==> config.mk <==
export PLATFORM = sky130hd
export DESIGN_NAME = lsu_mem_requester
export DESIGN_NICKNAME = d
export VERILOG_FILES = /design/src/rtl/lsu_mem_requester.sv
export SDC_FILE = /design/constraint.sdc
export NUM_CORES = 1
export LEC_CHECK = 0
export ABC_CLOCK_PERIOD_IN_PS = 10500
export CORE_MARGIN = 2
export CORE_UTILIZATION = 47
export CTS_CLUSTER_SIZE = 40
export DETAILED_ROUTE_END_ITERATION = 10
export PLACE_DENSITY_LB_ADDON = 0.12
export SYNTH_ARGS = -nofsm -noshare
export SYNTH_HDL_FRONTEND = slang
export SYNTH_SLANG_ARGS = --single-unit
==> constraint.sdc <==
create_clock -name clk -period 10.5 [get_ports clk]
set_input_delay 2.1 -clock clk [delete_from_list [all_inputs] [get_ports clk]]
set_output_delay 2.1 -clock clk [all_outputs]
set_load 0.02 [all_outputs]
==> src/rtl/lsu_mem_requester.sv <==
// lsu_mem_requester: one-at-a-time RISC-V load/store unit driving a word-addressed memory port
module lsu_mem_requester #(
  parameter int ADDR_W = 32,
  parameter int DATA_W = 32
) (
  input  logic              clk,
  input  logic              reset,
  input  logic              req_valid,
  output logic              req_ready,
  input  logic              req_is_store,
  input  logic [2:0]        req_funct3,
  input  logic [ADDR_W-1:0] req_addr,
  input  logic [DATA_W-1:0] req_wdata,
  output logic              resp_valid,
  output logic [DATA_W-1:0] resp_rdata,
  output logic              resp_err,
  output logic [ADDR_W-1:0] mem_addr,
  output logic [DATA_W-1:0] mem_din,
  output logic              mem_read,
  output logic              mem_write,
  input  logic [DATA_W-1:0] mem_dout
);
  typedef enum logic [2:0] {IDLE, LOAD, STORE, RMW_RD, RMW_WR, RESP} state_t;
  state_t state, nxt;
  logic              is_store_q, err_q;
  logic [2:0]        f3_q;
  logic [ADDR_W-1:0] addr_q;
  logic [DATA_W-1:0] wdata_q, merge_q, rdata_q;
  logic              bad_f3, misal, bad, mem_st;
  logic [7:0]        ld_b;
  logic [15:0]       ld_h;
  logic [DATA_W-1:0] ld_val, mask, lane, merged;

  always_comb begin
    bad_f3 = req_is_store ? (req_funct3[2] | (&req_funct3[1:0]))
                          : ((&req_funct3[1:0]) | (req_funct3[2] & req_funct3[1]));
    misal  = ((req_funct3[1:0] == 2'b01) & req_addr[0]) | ((req_funct3[1:0] == 2'b10) & (|req_addr[1:0]));
    bad    = bad_f3 | misal;
  end

  // Load lane extraction; funct3[2] selects zero extension
  always_comb begin
    ld_b   = mem_dout[{addr_q[1:0], 3'b000} +: 8];
    ld_h   = addr_q[1] ? mem_dout[31:16] : mem_dout[15:0];
    ld_val = (f3_q[1:0] == 2'b00) ? {{24{~f3_q[2] & ld_b[7]}}, ld_b} :
             (f3_q[1:0] == 2'b01) ? {{16{~f3_q[2] & ld_h[15]}}, ld_h} : mem_dout;
    mask   = f3_q[0] ? (addr_q[1] ? 32'hFFFF_0000 : 32'h0000_FFFF) : (32'h0000_00FF << {addr_q[1:0], 3'b000});
    lane   = f3_q[0] ? {2{wdata_q[15:0]}} : {4{wdata_q[7:0]}};
    merged = (merge_q & ~mask) | (lane & mask);
  end

  always_ff @(posedge clk or posedge reset)
    if (reset) state <= IDLE;
    else state <= nxt;

  always_comb begin
    nxt = IDLE;
    case (state)
      IDLE:    nxt = !req_valid ? IDLE : bad ? RESP : !req_is_store ? LOAD : (req_funct3 == 3'b010) ? STORE : RMW_RD;
      LOAD:    nxt = RESP;
      STORE:   nxt = RESP;
      RMW_RD:  nxt = RMW_WR;
      RMW_WR:  nxt = RESP;
      default: nxt = IDLE;
    endcase
  end

  always_comb begin
    mem_st     = state inside {LOAD, STORE, RMW_RD, RMW_WR};
    req_ready  = state == IDLE;
    resp_valid = state == RESP;
    resp_err   = resp_valid & err_q;
    resp_rdata = rdata_q;
    mem_read   = state inside {LOAD, RMW_RD};
    mem_write  = state inside {STORE, RMW_WR};
    mem_addr   = mem_st ? {addr_q[ADDR_W-1:2], 2'b00} : '0;
    mem_din    = (state == STORE) ? wdata_q : (state == RMW_WR) ? merged : '0;
  end

  always_ff @(posedge clk or posedge reset)
    if (reset) begin
      is_store_q <= 1'b0;
      err_q      <= 1'b0;
      f3_q       <= '0;
      addr_q     <= '0;
      wdata_q    <= '0;
      merge_q    <= '0;
      rdata_q    <= '0;
    end else begin
      if (state == IDLE && req_valid) begin
        is_store_q <= req_is_store;
        f3_q       <= req_funct3;
        addr_q     <= req_addr;
        wdata_q    <= req_wdata;
        err_q      <= bad;
        if (bad) rdata_q <= '0;
      end
      if (state inside {LOAD, STORE, RMW_WR}) rdata_q <= is_store_q ? '0 : ld_val;
      if (state == RMW_RD) merge_q <= mem_dout;
    end
endmodule

Word level (Yosys, flattened, before mapping)
Index checks and enable logic that the tools add are counted.
W data, S select, Z words.
{ "totals": {"inputBits": 103, "register_bits": 136, "output_inout_bits": 101, "wordCells": 66} }
{ "classes": {"bitwise": 15, "eq_ne": 9, "n_reduce_logical": 13, "n_mux": 19, "shifts": 2} }
{ "op_table": {"columns": ["cell", "count"], "rows": [
  ["$mux W32", 12],
  ["$and A32 B32 Y32", 2],
  ["$not A32 Y32", 1],
  ["$or A32 B32 Y32", 1],
  ["$shiftx A32 B6 Y8", 1],
  ["$shl A8 B5 Y32 const A", 1],
  ["$mux W16", 1],
  ["$eq A3 B2 Y1 const B", 3],
  ["$pmux W3 S3", 1],
  ["$reduce_bool A2 Y1", 4],
  ["$and A1 B1 Y1", 6],
  ["$eq A3 B3 Y1 const B", 2],
  ["$mux W3", 2],
  ["$eq A2 B1 Y1 const B", 2],
  ["$or A1 B1 Y1", 4],
  ["$reduce_and A2 Y1", 2],
  ["$reduce_bool A4 Y1", 1],
  ["$eq A3 B1 Y1 const B", 1],
  ["$logic_not A3 Y1", 1],
  ["$reduce_bool A3 Y1", 1],
  ["$reduce_or A3 Y1", 1],
  ["$eq A2 B2 Y1 const B", 1],
  ["$logic_not A2 Y1", 1],
  ["$mux W1", 2],
  ["4 further kinds", 4]
]} }

Depth between registers and ports, before layout
{ "logic_depth": {"ltp_word": 7, "mapped_depth": 7, "mapped_depth_nobuf": 4} }

Least setup slack after synthesis
No wires, ideal clock.
{ "synth_timing": {"path_type": "register -> output", "startpoint": "register addr_q[0]", "endpoint": "output mem_din[10]", "path_buffers": 2, "required_time_ns": 8.400, "arrival_ns": 1.583, "path_stages_with_launch": 6, "setup_slack_ns": 6.817, "cell_sequence": "dfrtp_1 > buf_6 > o21bai_2 > clkbuf_1 > a21oi_1 > o21ai_0"} }
{ "synth_via": {"elab_chain_cells": 7, "elab_cells_between_ends": 8, "cone_classes": "1 x shift; 3 x mux; 4 x bitwise"} }
{ "synth_lines": {"columns": ["item", "line_no", "rtl"], "rows": [
  ["start: declaration", "27", "logic [ADDR_W-1:0] addr_q;"],
  ["start signal: assignment", "93", "addr_q <= req_addr;"],
  ["$shl A8 B5 Y32 (*)", "47", "mask = f3_q[0] ? (addr_q[1] ? 32'hFFFF_0000 : 32'h0000_FFFF) : (32'h0000_00FF << {addr_q[1:0], 3'b000});"],
  ["$mux W32 (*)", "47", null],
  ["$not A32 Y32", "49", "merged = (merge_q & ~mask) | (lane & mask);"],
  ["$and A32 B32 Y32", "49", null],
  ["$or A32 B32 Y32 (*)", "49", null],
  ["$mux W32 (*) (2 in series)", "77", "mem_din = (state == STORE) ? wdata_q : (state == RMW_WR) ? merged : '0;"],
  ["end: declaration", "18", "output logic [DATA_W-1:0] mem_din,"]
]} }
Every way passes the cells marked *; elsewhere a longest branch is shown, timed or not.

Worst setup path after layout
{ "layout_timing": {"startpoint": "register f3_q[0]", "endpoint": "output mem_din[24]"} }
{ "layout_via": {"elab_chain_cells": 6, "elab_cells_between_ends": 8, "cone_classes": "4 x mux; 4 x bitwise"} }
{ "layout_lines": {"columns": ["item", "line_no", "rtl"], "rows": [
  ["start: declaration", "26", "logic [2:0] f3_q;"],
  ["start signal: assignment", "92", "f3_q <= req_funct3;"],
  ["$mux W32", "47", null],
  ["$not A32 Y32", "49", null],
  ["$and A32 B32 Y32", "49", null],
  ["$or A32 B32 Y32 (*)", "49", null],
  ["$mux W32 (*) (2 in series)", "77", null]
]} }
Marked as above.

==> metrics.txt <==
status=finished, final reports clean; hpwl dp=roughly 14000 µm; Final #Nets=roughly 840; Die Y=approximately 130 µm; Core Region=~15000 µm²; hold_buf cts=0; die area=~16000 µm²; vias in the first global route=roughly 5.3k; Final Max Tran Viols=0; Layout fillers=~1.1k; Tmin final=5.340 ns; Setup crit end=mem_din[24]; synth cell count leaders=dfrtp_1, mux2_4, nor2_1; fmax=187.3 MHz; top-count cell post-synth=dfrtp_1; reg2reg setup slack=just under 8 ns; post-synthesis mux area share=0.2319; clk_skew=slightly below 0.006 ns; first drt pass iteration count=4; worst path required time=between 8 and 9 ns; Cell Pwr Density=328.5 nW/µm²; #FFs+latches synth=136; RR Endpoint=addr_q[6]; Final period util=0.5086; crit path kind=reg2out; # Post-CTS Setup Buffers=0; crit end category=output port; IO Pins=roughly 200; row cnt=44; maxcap violations=0; Critical Path Start=f3_q[0]; CTS buffer count=17; routed vias/inst=about 5.5; FFs w/ async S/R, synth=1.000; Synth warnings=0; Synth Area in Adders=0; Initial Util=0.4826; GRT Util Overall=0.2448; relative slew slack=0.2358; dpl ws=between 5 and 6 ns; Mapped Cells=547; Final GP Congestion=approximately 0.83; port bufs=between 200 and 250; Synth Flop Type=dfrtp_1; Layout area overhead=35.50%; synth unique cells=47; number of remaining DRC errors=0; Fin. Hold Viols=0; Leakage Power=around 4 nW; Synth area leaders=dfrtp_1, mux2_4, mux2_2, and2_1, o21ai_0; Final WS setup=about 5.2 ns; reg2reg path depth=4; critical path, cell by cell=o21ai_1, a21oi_1, o21ai_0, clkdlybuf4s50_1; largest family of logic cells by synthesized area=multiplexers; Yosys top cell area share=0.4852; CTS tree=yes; RSZ-0062 raised after global routing=no; critical path's slowest cell=o21ai_1; worst slew pin tran=1.139 ns; Longest Clk Path Bufs=2; worst reg2reg startpoint=state[1]; die width=about 130 µm; Synth Area in Simple Gates=0.08491; first-pass GRT wire length=29940 µm; Clock transition at path regs=roughly 0.06 ns; Worst Path Max Fanout=18; Initial DRC Count=roughly 300; post-synthesis cell area=7014 µm²; final setup vio count=0; Compound-Gate Fraction of Synth Area=0.1415; Mapped Avg Cell Area=between 10 and 15 µm²; xor/xnor share of the synthesized area=0.001249; Seq/Total Area, Yosys=0.4852; initial antenna violation count=1; Crit path largest cell delay=between 1 and 1.5 ns; largest net degree at the start of global routing=76; CP startpoint kind=flop; ratio of cells with drive above 1 in the final layout=0.2155; post-CTS resize count=0; DR WL/cell=between 20 and 25 µm; Root Driver=clkbuf_16; Max VDD drop=roughly 180 µV; number of enable flip-flop cells after synthesis=0; dominant cell type by area after synthesis=dfrtp_1; setup_tns=0 ns; H-tree depth=4; total grt overflow=0; Clk Latency, worst-skew pair=roughly 0.42 ns; Worst Hold Class=reg2reg; WL final=19040 µm; CTS sink count=between 100 and 150; critical path arrival=3.24 ns; via count=between 5k and 6k; ANT nets after route=0
==> placed cells by master, fill, tap and decap left out, types with 2 or more instances in the layout <==
cell / netlist / layout
clkdlybuf4s50_1: 0 / 201
dfrtp_1: 136 / 136
mux2_4: 66 / 66
nor2_1: 39 / 39
mux2_2: 37 / 37
nand2_1: 36 / 36
o21ai_0: 35 / 35
and2_1: 32 / 32
mux2i_1: 17 / 17
a21oi_1: 17 / 17
clkbuf_16: 0 / 17
o2bb2ai_1: 12 / 12
o22a_1: 10 / 10
a32o_1: 9 / 9
a22o_1: 9 / 9
o2bb2ai_2: 9 / 9
a222oi_1: 6 / 6
inv_1: 6 / 5
clkinv_2: 0 / 5
buf_4: 4 / 4
o21ai_1: 3 / 3
nand3_1: 3 / 3
nor3_1: 3 / 3
clkbuf_1: 9 / 3
a21oi_2: 2 / 2
nand2_2: 2 / 2
conb_1: 1 / 2
bufinv_16: 0 / 2
clkinvlp_4: 0 / 2
clkbuf_8: 0 / 2
==> registers in the layout, summed over array words and instances, names as in the netlist <==
| register | cells |
|---|---|
| state | 3 |
| err_q | 1 |
| is_store_q | 1 |
| merge_q | 32 |
| addr_q | 32 |
| f3_q | 3 |
| resp_rdata | 32 |
| wdata_q | 32 |
==> per-stage QoR <==
step                      instance area [µm²]    util  hold WS (ns)  cells  power [mW]
after floorplan                          7018       -        0.4376    548       2.013
after global placement                   8937  0.6149        0.4548    900       2.513
after detailed placement                 8937  0.6149        0.4700    900       2.545
after CTS                                9502  0.6538        0.4814    931       3.138
after global routing                     9502  0.6538        0.5136    931       3.299
final                                    9504  0.6539        0.4786    932       3.122
==> power by group <==
group	switching, mW	total (mW)	internal [mW]
combinational	0.754	1.58	0.822
clock	0.218	0.576	0.358
sequential	0.203	0.970	0.766
total	1.18	3.12	1.95
==> kinds of logic after synthesis <==
logic type             Yosys count
AND/OR/NAND/NOR                123
XOR/XNOR                         1
other                            1
multiplexers                   122
buffers and inverters           44
AO/OA/AOI/OAI                  120
flip-flops                     136
==> worst min-delay path by stage <==
stage	from	end	cells past startpoint
global route	resp_rdata[29]	resp_rdata[29]	1
floorplan	err_q	err_q	2
global placement	err_q	err_q	2
CTS	err_q	err_q	2
detailed placement	err_q	err_q	2
finish	err_q	err_q	2
==> final cells by class <==
| cell class | instances | area, µm² | area share |
|---|---|---|---|
| sequential | 136 | 3403 | 0.3581 |
| clock buffer | 22 | 464.2 | 0.04884 |
| antenna | 1 | 2.502 | 0.0002633 |
| tap | 184 | 230.2 | 0.02422 |
| clock inverter | 9 | 100.1 | 0.01053 |
| timing repair buffer | 205 | 2042 | 0.2148 |
| multi-input combinational | 368 | 3231 | 0.3399 |
| inverter | 7 | 31.28 | 0.003291 |
==> worst max-delay path: cells and delay by family, from the launching register on <==
kind / cells / cell delay (ns)
AOI/OAI and AO/OA: 3 / 1.46
buffers and inverters: 1 / 0.64
DFF: 1 / 0.72
==> metal layers <==
| layer | share of wire | track usage | wire [µm] |
|---|---|---|---|
| met1 | 0.45 | 0.3404 | 8620 |
| met2 | 0.46 | 0.3678 | 8664 |
| met3 | 0.073 | 0.07179 | 1394 |
| met4 | 0.019 | 0.08533 | 360 |
| met5 | 0 | 0 | 0 |
Note: power is estimated with default switching activity, not from simulation.
